$ cat src/rtl/if_pkg.sv
// Shared definitions for the instruction-fetch stage.
//   if_state_e  : fetch FSM states
//   PC_INC      : sequential fetch stride in bytes
//   IF_RESET_PC : default fetch address after reset
//   IF_NOP_INS  : default instruction word driven when nothing valid is held
//   align_pc()  : clears the two byte-offset bits of an address
package if_pkg;

  typedef enum logic [1:0] {
    S_REQ   = 2'd0,  // request pending at pc
    S_WAIT  = 2'd1,  // one request outstanding, waiting for its response
    S_OUT   = 2'd2,  // instruction held on IF_pc/IF_ins for the decode stage
    S_DRAIN = 2'd3   // stale request outstanding, its response will be dropped
  } if_state_e;

  localparam logic [31:0] PC_INC      = 32'd4;
  localparam logic [31:0] IF_RESET_PC = 32'h0000_0000;
  localparam logic [31:0] IF_NOP_INS  = 32'h0000_0000;

  function automatic logic [31:0] align_pc(input logic [31:0] addr);
    return {addr[31:2], 2'b00};
  endfunction

endpackage

$ cat src/rtl/if_pc_reg.sv
// Program-counter register of the fetch stage.
// Priority: rst > redirect > inc. The increment wraps modulo 2^32.
// Build option IF_MISALIGN_CHK_EN: redirect targets are word-aligned on load.
// Ports:
//   clk, rst     : clock, synchronous active-high reset
//   redirect     : load redirect_pc
//   redirect_pc  : redirect target
//   inc          : advance pc by PC_INC
//   pc           : current fetch address
module if_pc_reg
  import if_pkg::*;
#(
  parameter logic [31:0] RESET_PC = IF_RESET_PC
) (
  input  logic        clk,
  input  logic        rst,
  input  logic        redirect,
  input  logic [31:0] redirect_pc,
  input  logic        inc,
  output logic [31:0] pc
);

  logic [31:0] redirect_tgt;

`ifdef IF_MISALIGN_CHK_EN
  assign redirect_tgt = align_pc(redirect_pc);
`else
  // Low bits pass straight through to the fetch address.
  assign redirect_tgt = redirect_pc;
`endif

  always_ff @(posedge clk) begin
    if (rst) begin
      pc <= RESET_PC;
    end else if (redirect) begin
      pc <= redirect_tgt;
    end else if (inc) begin
      pc <= pc + PC_INC;
    end
  end

endmodule

$ cat src/rtl/if_fetch_unit.sv
// Instruction-fetch stage: owns the pc, fetches from instruction memory and
// presents each instruction with its pc+4 to the IF/ID register.
//
// Handshakes:
//   imem request is accepted in a cycle where imem_req && imem_ready; at most
//   one request is outstanding; its response arrives as a one-cycle
//   imem_rvalid with imem_rdata at least one cycle later.
//   The decode side consumes IF_pc/IF_ins in a cycle where IF_valid && !stall;
//   while stalled every output is held.
//
// Build option IF_MISALIGN_CHK_EN: adds the misalign output, a one-cycle pulse
// after a redirect whose target is not word aligned (the target is aligned).
//
// Ports:
//   clk, rst               : clock, synchronous active-high reset
//   stall                  : decode side not accepting
//   redirect, redirect_pc  : branch/jump redirect and its target
//   imem_req, imem_addr    : fetch request and address (= pc), combinational
//   imem_ready             : memory accepts the request
//   imem_rvalid, imem_rdata: memory response
//   IF_pc, IF_ins, IF_valid: registered fetch output
//   misalign               : misaligned redirect pulse (option only)
//   dbg_state              : current FSM state for observation
module if_fetch_unit
  import if_pkg::*;
#(
  parameter logic [31:0] RESET_PC = IF_RESET_PC,
  parameter logic [31:0] NOP_INS  = IF_NOP_INS
) (
  input  logic        clk,
  input  logic        rst,
  input  logic        stall,
  input  logic        redirect,
  input  logic [31:0] redirect_pc,
  output logic        imem_req,
  output logic [31:0] imem_addr,
  input  logic        imem_ready,
  input  logic        imem_rvalid,
  input  logic [31:0] imem_rdata,
  output logic [31:0] IF_pc,
  output logic [31:0] IF_ins,
  output logic        IF_valid,
`ifdef IF_MISALIGN_CHK_EN
  output logic        misalign,
`endif
  output logic [1:0]  dbg_state
);

  if_state_e   state;
  if_state_e   state_nxt;
  logic [31:0] pc;
  logic        accept;
  logic        pc_inc;
  logic        load_out;
  logic        clear_out;

  if_pc_reg #(.RESET_PC(RESET_PC)) u_pc_reg (
    .clk         (clk),
    .rst         (rst),
    .redirect    (redirect),
    .redirect_pc (redirect_pc),
    .inc         (pc_inc),
    .pc          (pc)
  );

  assign imem_req  = (state == S_REQ) || ((state == S_OUT) && !stall);
  assign imem_addr = pc;
  assign accept    = imem_req && imem_ready;
  assign dbg_state = state;

  always_ff @(posedge clk) begin
    if (rst) begin
      state <= S_REQ;
    end else begin
      state <= state_nxt;
    end
  end

  always_comb begin
    state_nxt = state;
    pc_inc    = 1'b0;
    load_out  = 1'b0;
    clear_out = 1'b0;
    if (redirect) begin
      clear_out = 1'b1;
      // A request still in flight must have its response swallowed before
      // fetching from the new target; a response landing this very cycle
      // is simply ignored.
      if (((state == S_WAIT) || (state == S_DRAIN) || accept) && !imem_rvalid) begin
        state_nxt = S_DRAIN;
      end else begin
        state_nxt = S_REQ;
      end
    end else begin
      case (state)
        S_REQ: begin
          if (accept) state_nxt = S_WAIT;
        end
        S_WAIT: begin
          if (imem_rvalid) begin
            load_out  = 1'b1;
            pc_inc    = 1'b1;
            state_nxt = S_OUT;
          end
        end
        S_OUT: begin
          if (!stall) begin
            clear_out = 1'b1;
            state_nxt = accept ? S_WAIT : S_REQ;
          end
        end
        S_DRAIN: begin
          if (imem_rvalid) state_nxt = S_REQ;
        end
        default: state_nxt = S_REQ;
      endcase
    end
  end

  // pc still holds the fetched address when the response lands, so the
  // presented pc+4 is taken from it before it advances.
  always_ff @(posedge clk) begin
    if (rst) begin
      IF_pc    <= 32'h0000_0000;
      IF_ins   <= NOP_INS;
      IF_valid <= 1'b0;
    end else if (load_out) begin
      IF_pc    <= pc + PC_INC;
      IF_ins   <= imem_rdata;
      IF_valid <= 1'b1;
    end else if (clear_out) begin
      IF_ins   <= NOP_INS;
      IF_valid <= 1'b0;
    end
  end

`ifdef IF_MISALIGN_CHK_EN
  always_ff @(posedge clk) begin
    if (rst) begin
      misalign <= 1'b0;
    end else begin
      misalign <= redirect && (redirect_pc[1:0] != 2'b00);
    end
  end
`endif

endmodule

$ cat config.mk
export PLATFORM = sky130hd
export DESIGN_NAME = if_fetch_unit
export DESIGN_NICKNAME = d
export VERILOG_FILES = /design/src/rtl/if_pkg.sv /design/src/rtl/if_pc_reg.sv /design/src/rtl/if_fetch_unit.sv
export SDC_FILE = /design/constraint.sdc
export NUM_CORES = 1
export LEC_CHECK = 0
export ABC_AREA = 1
export BUFFER_PORTS_ARGS = -buffer_cell sky130_fd_sc_hd__buf_2
export CAP_MARGIN = 5
export CORE_MARGIN = 5
export CORE_UTILIZATION = 31
export CTS_BUF_LIST = sky130_fd_sc_hd__clkbuf_4 sky130_fd_sc_hd__clkbuf_8
export DETAILED_ROUTE_END_ITERATION = 16
export PLACE_DENSITY_LB_ADDON = 0.25
export RECOVER_POWER = 50
export SETUP_SLACK_MARGIN = 0.02
export SLEW_MARGIN = 5
export SYNTH_ARGS = -nofsm -noshare
export SYNTH_HDL_FRONTEND = slang
export SYNTH_HIERARCHICAL = 1
export SYNTH_SLANG_ARGS = --single-unit
export TNS_END_PERCENT = 100
$ cat constraint.sdc
create_clock -name clk -period 2.5 [get_ports clk]
set_clock_uncertainty 0.05 [all_clocks]
set_input_delay 0.125 -clock clk [delete_from_list [all_inputs] [get_ports clk]]
set_output_delay 0.125 -clock clk [all_outputs]
set_load 0.02 [all_outputs]
==> reports/results.tsv, run 1 <==
stage	metric	value	unit
power	ir_drop	0.333	mV
clocking	cts-root-buf	clkbuf_8	
sta	maxSlewViolCount	0	
route	drt-wirelength-per-cell	14.5	microns
setup_path	critPathKind	flip-flop to flip-flop	
sta	maxSlewHeadroom	48.0	%
final_layout	multi_input_area	0.00300	sq mm
run	maxCapViolCount	0	
yosys	syn-num-nets	927	
floorplan	die_w	143	microns
yosys	yosysWarnings	6	
final_layout	final_util	41.8	%
hold_path	hold_path_class	primary input to flip-flop	
setup_path	worstReg2RegStart	u_pc_reg/pc[2]$_SDFFE_PP0N_	
route	postRouteAntennaNets	0	
yosys	synth_flop_cell	dfxtp_1	
floorplan	fp.dieH	143	microns
final_layout	final_cell_mix	nand2_1 (267), nor2_1 (125), dfxtp_1 (99)	
sta	setup_tns	0	ps
setup_path	cp_max_fo	9	
sta	final.period_utilization	81.1	%
power	power_leakage	0.00281	uW
clocking	clockBufferDepth	2	
placed_design	dpl_cell_area	0.00650	sq mm
clocking	worst_skew_pair.late_latency	390	ps
final_layout	syn2layout_area_growth	32.6	%
clocking	postCtsHoldBufs	63	
route	vias_per_cell	4.75	
route	drc	0	
route	drt_iter0_drc	369	
run_status	status	completed	
placed_design	port_buffers	169	
final_layout	antenna_cells	0	
grt	grt_pass1_wl	30300	microns
grt	grt.overflow.total	0	
route	drtPass1Iterations	5	
clocking	post-cts-setup-buffers	0	
yosys	seq_area_frac_synth	36.3	%
setup_path	endpoint_kind	flip-flop	
yosys	ys_ff_latch	99	
placed_design	dpl.hpwl	13300	microns
setup_path	cp_data_arrival_time	2290	ps
sta	hold_violations	0	
yosys	synth_edf_count	0	
hold_path	whs_path_depth	3	
yosys	netlist_instances	855	
clocking	cts_made_buffers	9	
final_layout	nNetsFinal	1150	
placed_design	place.gp.congestion	0.872	
final_layout	final_common_cell	nand2_1	
grt	grt_pass1_vias	5835	
yosys	synthArstFlopShare	0	%
sta	rsz0062_at_grt	false	
setup_path	r2r_slack	470	ps
setup_path	r2r_cells	9	
hold_path	hold_path_startpoint	redirect_pc[22]	
final_layout	drive_above_1_share	11.8	%
power	p_per_area	486	mW/mm^2
setup_path	start_kind	flip-flop	
floorplan	fp-row-count	48	
sta	whs	37.7	ps
setup_path	crit_required	2760	ps
sta	setup_viol	0	
final_layout	seqCellArea	0.00198	sq mm
grt	grt_start_max_net_pins	61	
yosys	synth_cell_type_count	35	
sta	max_freq	493	MHz
floorplan	coreArea	0.0173	sq mm
hold_path	whs_endpoint	u_pc_reg/pc[22]$_SDFFE_PP0N_	
final_layout	fillCellCount	1875	
route	drt-total-wl	18900	microns
clocking	htree_levels	3	
floorplan	initial_utilization	31.5	%
sta	worst_slew_pin_slew	777	ps
yosys	syn_area	0.00545	sq mm
final_layout	fin_area	0.00723	sq mm
grt	grt_use_total	18.4	%
sta	min_period	2030	ps
route	vias	6217	
yosys	synth_area_per_cell	6.38	sq um
grt	antenna_found_initial	0	
clocking	cts.sink_count	99	
clocking	cts_tree	built	
floorplan	io-pin-count	170	
setup_path	regToRegEndpoint	IF_pc[22]$_SDFFE_PP0N_	
clocking	clk_pin_slew_worst_paths	110	ps
clocking	post_cts_resized	0	
floorplan	die_area	0.0203	sq mm
## state kept, by name (all words and copies together), names as in the netlist
| signal | count |
|---|---|
| IF_ins | 32 |
| IF_pc | 32 |
| u_pc_reg/pc | 32 |
| dbg_state | 2 |
| IF_valid | 1 |
## power by group
part / total [uW] / switching, uW / internal (uW)
Sequential: 1770 / 117 / 1650
Combinational: 616 / 370 / 245
Clock: 1130 / 643 / 490
Total: 3520 / 1130 / 2390
## metal layers
layer  wire length [microns]  track usage [%]
met3                    1280             3.45
met2                    8710             30.5
met1                    8690             24.7
met5                       0                0
met4                     254             5.00
## cells by family after synthesis
group,synth area share (%)
AOI/OAI and AO/OA,13.0
xor gates and xnor gates,2.09
adders and majority gates,0.459
buffers and inverters,8.69
DFF,36.3
and+or+nand+nor,39.4
## worst max-delay path by stage
| stage | startpoint | to | slack, ps | depth (start not counted) |
|---|---|---|---|---|
| after detailed placement | u_pc_reg/pc[2]$_SDFFE_PP0N_ | IF_pc[22]$_SDFFE_PP0N_ | 510 | 9 |
| after global placement | u_pc_reg/pc[2]$_SDFFE_PP0N_ | IF_pc[22]$_SDFFE_PP0N_ | 500 | 9 |
| after CTS | u_pc_reg/pc[2]$_SDFFE_PP0N_ | IF_pc[22]$_SDFFE_PP0N_ | 490 | 9 |
| final | u_pc_reg/pc[2]$_SDFFE_PP0N_ | IF_pc[22]$_SDFFE_PP0N_ | 470 | 9 |
| after floorplan | dbg_state[0]$_SDFFE_PP0P_ | u_pc_reg/pc[12]$_SDFFE_PP0N_ | 560 | 11 |
| after global routing | u_pc_reg/pc[2]$_SDFFE_PP0N_ | IF_pc[22]$_SDFFE_PP0N_ | 280 | 9 |
## worst max-delay path, stage by stage (launching register included)
cell	delay (ps)
dfxtp_1	560
ha_1	300
nand2_1	70
nor2_1	220
nand2_1	200
nor2_1	200
nand2_1	70
nand2_1	60
nand2_1	60
a21oi_1	170
## layout make-up
| type | instances | share of cell area [%] |
|---|---|---|
| Clock inverter | 7 | 1.33 |
| Multi-Input combinational cell | 646 | 41.5 |
| Sequential cell | 99 | 27.4 |
| Inverter | 79 | 4.10 |
| Tap cell | 225 | 3.89 |
| Clock buffer | 9 | 1.71 |
| Timing Repair Buffer | 243 | 20.0 |
## per-stage QoR
step	cells	power (uW)	worst slack, ps
final	1308	3520	472
after global routing	1308	3710	280
after CTS	1308	3600	493
after detailed placement	1229	2360	505
after global placement	1229	2360	495
after floorplan	855	2120	558
## synthesized netlist by cell type, types with 5 or more instances
master	number	area (sq um)
nor2_4	9	101
a31oi_1	5	31.3
clkbuf_1	9	33.8
xnor2_1	5	43.8
inv_1	77	289
nor2_1	125	469
a21oi_1	65	325
xor2_1	8	70.1
o21ai_0	24	120
nand2_1	267	1000
nor2_2	9	56.3
nand3_1	70	350
dfxtp_1	99	1980
buf_4	8	60.1
buf_2	6	30.0
a22oi_1	20	150
No activity file was read; power rests on OpenSTA's default activity.
==> inputs of run 2 (changes only) <==
==> constraint.sdc (replaced) <==
create_clock -name clk -period 1.6 [get_ports clk]
set_clock_uncertainty 0.05 [all_clocks]
set_input_delay 0.08 -clock clk [delete_from_list [all_inputs] [get_ports clk]]
set_output_delay 0.08 -clock clk [all_outputs]
set_load 0.02 [all_outputs]
==> reports/results.tsv, run 2 (same netlist as run 1, synthesis figures left out) <==
stage	metric	value	unit
placed_design	dpl.hpwl	14000	microns
clocking	worst_skew_pair.late_latency	400	ps
final_layout	final_cell_mix	nand2_1 (258), nor2_1 (105), buf_2 (101)	
route	drc	0	
route	postRouteAntennaNets	0	
placed_design	dp_cells	1302	
setup_path	cp_data_arrival_time	1780	ps
sta	min_period	1550	ps
floorplan	die_area	0.0203	sq mm
sta	whs	83.9	ps
power	ir_drop	0.481	mV
floorplan	coreArea	0.0173	sq mm
run_status	status	completed	
final_layout	fillCellCount	1808	
power	p_per_area	696	mW/mm^2
final_layout	final_util	49.8	%
grt	grt_start_max_net_pins	55	
setup_path	start_kind	flip-flop	
final_layout	nNetsFinal	1247	
power	finalPower	5990	uW
final_layout	syn2layout_area_growth	57.9	%
sta	maxSlewHeadroom	67.1	%
setup_path	critPathKind	flip-flop to flip-flop	
clocking	clk_pin_slew_worst_paths	110	ps
grt	antenna_found_initial	0	
placed_design	place.gp.congestion	0.874	
floorplan	io-pin-count	170	
sta	maxSlewViolCount	0	
sta	final.period_utilization	96.7	%
route	drt-total-wl	20600	microns
clocking	cts.sink_count	99	
route	vias_per_cell	4.67	
grt	grt_pass1_wl	31300	microns
power	power_leakage	0.00352	uW
clocking	cts_tree	built	
run	maxCapViolCount	0	
floorplan	initial_utilization	31.5	%
sta	worst_slew_pin_slew	490	ps
final_layout	seqCellArea	0.00204	sq mm
final_layout	reg_top3	IF_ins x32, IF_pc x32, u_pc_reg/pc x32	
floorplan	fp-row-count	48	
setup_path	cpPeakStageDelay	390	ps
final_layout	drive_above_1_share	28.1	%
grt	grt_use_total	19.1	%
setup_path	crit_required	1830	ps
floorplan	fp.dieH	143	microns
clocking	cts-root-buf	clkbuf_8	
clocking	clockBufferDepth	2	
sta	rsz0062_at_grt	true	
setup_path	crit_chain	nor2_4, nand2_4, nor2_4, buf_6, nor2_4, buf_4, a22oi_1, a21oi_1	
floorplan	die_w	143	microns
sta	setup_viol	0	
clocking	htree_levels	3	
route	drtPass1Iterations	5	
final_layout	antenna_cells	0	
sta	hold_violations	0	
route	drt_iter0_drc	392	
clocking	cts_made_buffers	9	
setup_path	crit_slowest_cell	dfxtp_4	
route	vias	6555	
hold_path	hold_path_class	primary input to flip-flop	
final_layout	final_common_cell	nand2_1	
setup_path	cp_common_cell	nor2_4	
setup_path	endpoint_kind	flip-flop	
route	drt-wirelength-per-cell	14.6	microns
sta	max_freq	646	MHz
placed_design	port_buffers	169	
final_layout	fin_cells	1405	
setup_path	cp_max_fo	7	
grt	grt_pass1_vias	6122	
final_layout	multi_input_area	0.00332	sq mm
grt	grt.overflow.total	0	
==> run 2: worst paths after layout <==
path              cells past startpoint                      start  slack [ps]                           end
setup / recovery                      8  dbg_state[1]$_SDFFE_PP0P_          50  u_pc_reg/pc[30]$_SDFFE_PP0N_
hold / removal                        4                 imem_ready          80     dbg_state[0]$_SDFFE_PP0P_
setup reg to reg                      8  dbg_state[1]$_SDFFE_PP0P_          50  u_pc_reg/pc[30]$_SDFFE_PP0N_
hold reg to reg                       2    IF_ins[21]$_SDFFE_PP0P_         420       IF_ins[21]$_SDFFE_PP0P_
==> run 2: worst max-delay path, delay by kind of cell, from the launching register on <==
kind	cells	cell delay, ps
flops	1	390
buf+inv	2	350
simple gates	4	370
compound gates	2	270
==> run 2: repair_timing <==
action	CTS	global route
gates resized for setup	16	110
setup buffers	3	10
setup endpoints to repair	76	92
hold buffers	65	0
pin swaps	3	27
hold endpoints to repair	64	0
cloned	4	5
==> run 2: per-layer routing <==
metal | vias to the layer above | global-route usage [%] | share of wire, %
li1 | 3376 | - | -
met4 | 0 | 4.45 | 1.7
met2 | 206 | 31.7 | 47
met1 | 2950 | 25.9 | 45
met3 | 23 | 3.18 | 6.0
met5 | - | 0 | 0
==> run 2: final cells by class <==
cell class,count,share of cell area [%]
inverter,79,3.60
clock inverter,7,1.32
sequential,99,23.7
clock buffer,9,1.44
tap,225,3.27
multi-input combinational,648,38.5
timing repair buffer,338,28.1
==> run 2: power by group <==
part	internal [uW]	total [uW]	switching (uW)
sequential	2580	2720	134
combinational	607	1330	723
clock	922	1950	1030
total	4110	5990	1880
==> run 2: through the flow <==
| step | area (sq um) | setup slack (ps) | setup TNS [ps] |
|---|---|---|---|
| 6_report | 8610 | 52.9 | 0 |
| 5_1_grt | 8610 | -39.7 | -267 |
| 2_1_floorplan | 5490 | 4.81 | 0 |
| 3_5_place_dp | 7100 | -91.5 | -660 |
| 4_1_cts | 8130 | 16.1 | 0 |
| 3_3_place_gp | 7100 | -53.5 | -295 |
==> inputs of run 3 (changes only) <==
--- a/config.mk
+++ b/config.mk
@@ -13,11 +13,9 @@
 export CTS_BUF_LIST = sky130_fd_sc_hd__clkbuf_4 sky130_fd_sc_hd__clkbuf_8
 export DETAILED_ROUTE_END_ITERATION = 16
 export PLACE_DENSITY_LB_ADDON = 0.25
-export RECOVER_POWER = 50
 export SETUP_SLACK_MARGIN = 0.02
 export SLEW_MARGIN = 5
 export SYNTH_ARGS = -nofsm -noshare
 export SYNTH_HDL_FRONTEND = slang
-export SYNTH_HIERARCHICAL = 1
 export SYNTH_SLANG_ARGS = --single-unit
-export TNS_END_PERCENT = 100
+export TNS_END_PERCENT = 5
==> reports/results.tsv, run 3 <==
stage	metric	value	unit
run_status	status	completed	
sta	setup_viol	0	
sta	worst_slew_pin_slew	387	ps
floorplan	fp.dieH	131	microns
yosys	syn_area	0.00454	sq mm
sta	maxSlewHeadroom	74.2	%
power	pwr-share-clk	29.9	%
floorplan	die_area	0.0172	sq mm
grt	grt_pass1_vias	4613	
clocking	htree_levels	3	
yosys	synth_area_per_cell	6.78	sq um
sta	hold_violations	0	
power	power_leakage	0.00298	uW
yosys	synthArstFlopShare	0	%
route	vias_per_cell	4.47	
yosys	synth_flop_cell	dfxtp_1	
route	drt_iter0_drc	229	
final_layout	multi_input_area	0.00229	sq mm
yosys	yosysWarnings	0	
clocking	clockBufferDepth	2	
grt	antenna_found_initial	0	
floorplan	io-pin-count	170	
final_layout	antenna_cells	0	
final_layout	final_common_cell	nand2_1	
yosys	seq_area_frac_synth	43.7	%
sta	setup_tns	0	ps
clocking	clk_pin_slew_worst_paths	110	ps
yosys	synth_cell_type_count	26	
clocking	cts_tree	built	
floorplan	coreArea	0.0144	sq mm
power	power.share.combinational	18.7	%
final_layout	reg_top3	IF_ins x32, IF_pc x32, u_pc_reg.pc x32	
final_layout	seqCellArea	0.00200	sq mm
hold_path	whs_path_depth	5	
setup_path	cp_max_fo	6	
floorplan	fp-row-count	44	
route	drc	0	
final_layout	drive_above_1_share	32.0	%
final_layout	nNetsFinal	988	
setup_path	r2r_cells	7	
clocking	cts-root-buf	clkbuf_8	
yosys	syn-num-nets	741	
power	swShare	30.7	%
grt	grt_pass1_wl	23100	microns
sta	rsz0062_at_grt	true	
yosys	netlist_instances	670	
hold_path	hold_path_startpoint	redirect_pc[31]	
setup_path	endpoint_kind	output port	
power	p_sw	1570	uW
setup_path	worstReg2RegStart	dbg_state[0]$_SDFFE_PP0P_	
yosys	synthTopCellsByCount	nand2_1 (256), dfxtp_1 (99), a21oi_1 (79), nor2_1 (57), inv_1 (52)	
grt	grt.overflow.total	0	
route	vias	4939	
final_layout	fillCellCount	1491	
route	postRouteAntennaNets	0	
placed_design	port_buffers	169	
yosys	yosysMostFrequentCell	nand2_1	
grt	grt_use_total	17.1	%
setup_path	start_kind	flip-flop	
yosys	yosysTopAreaCell	dfxtp_1	
final_layout	final_cell_mix	nand2_1 (254), buf_2 (168), dfxtp_1 (82)	
placed_design	place.gp.congestion	0.898	
final_layout	fin_cells	1106	
route	drtPass1Iterations	4	
setup_path	crit_required	1470	ps
final_layout	final_util	46.2	%
sta	maxSlewViolCount	0	
yosys	ys_ff_latch	99	
sta	final.period_utilization	93.7	%
sta	min_period	1500	ps
power	seq_power_share	51.4	%
power	p_per_area	767	mW/mm^2
power	ir_drop	0.444	mV
grt	grt_start_max_net_pins	38	
setup_path	critPathKind	flip-flop to output port	
yosys	synth.area.top_cells	dfxtp_1 (44%), nand2_1 (21%), a21oi_1 (8.7%)	
setup_path	cp_data_arrival_time	1370	ps
route	drt-total-wl	15300	microns
clocking	cts.sink_count	99	
clocking	worst_skew_pair.late_latency	380	ps
placed_design	dpl.hpwl	11200	microns
setup_path	r2r_slack	110	ps
floorplan	initial_utilization	31.5	%
floorplan	die_w	131	microns
final_layout	syn2layout_area_growth	46.8	%
hold_path	whs_endpoint	u_pc_reg.pc[31]$_SDFFE_PP0N_	
power	intPower	3540	uW
setup_path	regToRegEndpoint	IF_ins[6]$_SDFFE_PP0P_	
run	maxCapViolCount	0	
route	drt-wirelength-per-cell	13.8	microns
hold_path	hold_path_class	primary input to flip-flop	
yosys	synth_edf_count	0	
clocking	cts_made_buffers	9	
yosys	synth_top_area_share	43.7	%
sta	max_freq	667	MHz
placed_design	dp_cells	1033	
==> run 3: changes by cell type after synthesis, sizes merged, moves of 4 or more <==
cell / before / now
or2: 7 / 1
clkbuf: 10 / 15
o21ai: 28 / 23
inv: 79 / 55
a21oi: 65 / 89
a31oi: 5 / 10
a22oi: 20 / 0
nand3: 70 / 20
buf: 21 / 14
nand2: 273 / 268
o21bai: 4 / 0
nor2: 143 / 59
==> run 3: metal layers <==
layer	global-route usage, %	routed length, microns
met1	22.0	6940
met3	3.94	877
met2	27.9	7130
met5	0	0
met4	6.29	329
==> run 3: cells by family after synthesis <==
| family | after synthesis | synth area share, % |
|---|---|---|
| AO/OA/AOI/OAI | 124 | 15.2 |
| XOR/XNOR | 12 | 2.32 |
| adder cells (fa/ha/maj) | 1 | 0.276 |
| buffers and inverters | 84 | 7.75 |
| flip-flops | 99 | 43.7 |
| AND/OR/NAND/NOR | 350 | 30.8 |
==> run 3: critical path: stages, from the launching register on <==
cell and delay [ps]:
dfxtp_1 390, buf_4 170, inv_1 60, o21ai_2 150, inv_1 60, buf_2 150
==> run 3: worst max-delay path by stage <==
stage / cells past startpoint / slack (ps) / endpoint / startpoint
3_3_place_gp: 9 / 20 / IF_pc[28]$_SDFFE_PP0N_ / u_pc_reg.pc[11]$_SDFFE_PP0N_
4_1_cts: 8 / 20 / IF_pc[14]$_SDFFE_PP0N_ / u_pc_reg.pc[2]$_SDFFE_PP0N_
2_1_floorplan: 7 / 70 / IF_pc[14]$_SDFFE_PP0N_ / u_pc_reg.pc[6]$_SDFFE_PP0N_
5_1_grt: 10 / -20 / IF_pc[26]$_SDFFE_PP0N_ / u_pc_reg.pc[3]$_SDFFE_PP0N_
3_5_place_dp: 8 / -0.4 / IF_pc[28]$_SDFFE_PP0N_ / u_pc_reg.pc[11]$_SDFFE_PP0N_
6_report: 5 / 100 / imem_req / dbg_state[1]$_SDFFE_PP0P_
==> run 3: cell type report <==
class	instances	area share [%]
multi-input combinational	487	34.3
sequential	99	30.1
timing repair buffer	265	26.4
tap	184	3.45
inverter	55	3.14
clock buffer	9	1.86
clock inverter	7	0.789
==> run 3: repair_timing <==
action | 4_1_cts | 5_1_grt
resized for setup | 1 | 42
endpoints found under the setup margin | 4 | 64
setup buffers | 0 | 1
pin swaps | 0 | 6
hold endpoints to repair | 55 | 0
hold buffers | 56 | 0
cloned | 0 | 0
==> run 3: power groups by stage <==
stage	Clock (uW)	Sequential (uW)	Combinational (uW)
after floorplan	0	2780	366
after global placement	0	2670	836
after detailed placement	0	2680	835
after CTS	1570	2620	945
after global routing	1660	2640	1050
final	1530	2630	955
==> run 3: per-stage QoR <==
| stage | cell area [sq um] | power [uW] | hold slack, ps | setup WS, ps |
|---|---|---|---|---|
| final | 6660 | 5110 | 21.5 | 101 |
| after global routing | 6660 | 5340 | 32.5 | -22.3 |
| after CTS | 6560 | 5140 | 0.639 | 17.6 |
| after detailed placement | 5820 | 3510 | 259 | -0.426 |
| after global placement | 5820 | 3510 | 261 | 16.0 |
| after floorplan | 4540 | 3150 | 165 | 68.0 |
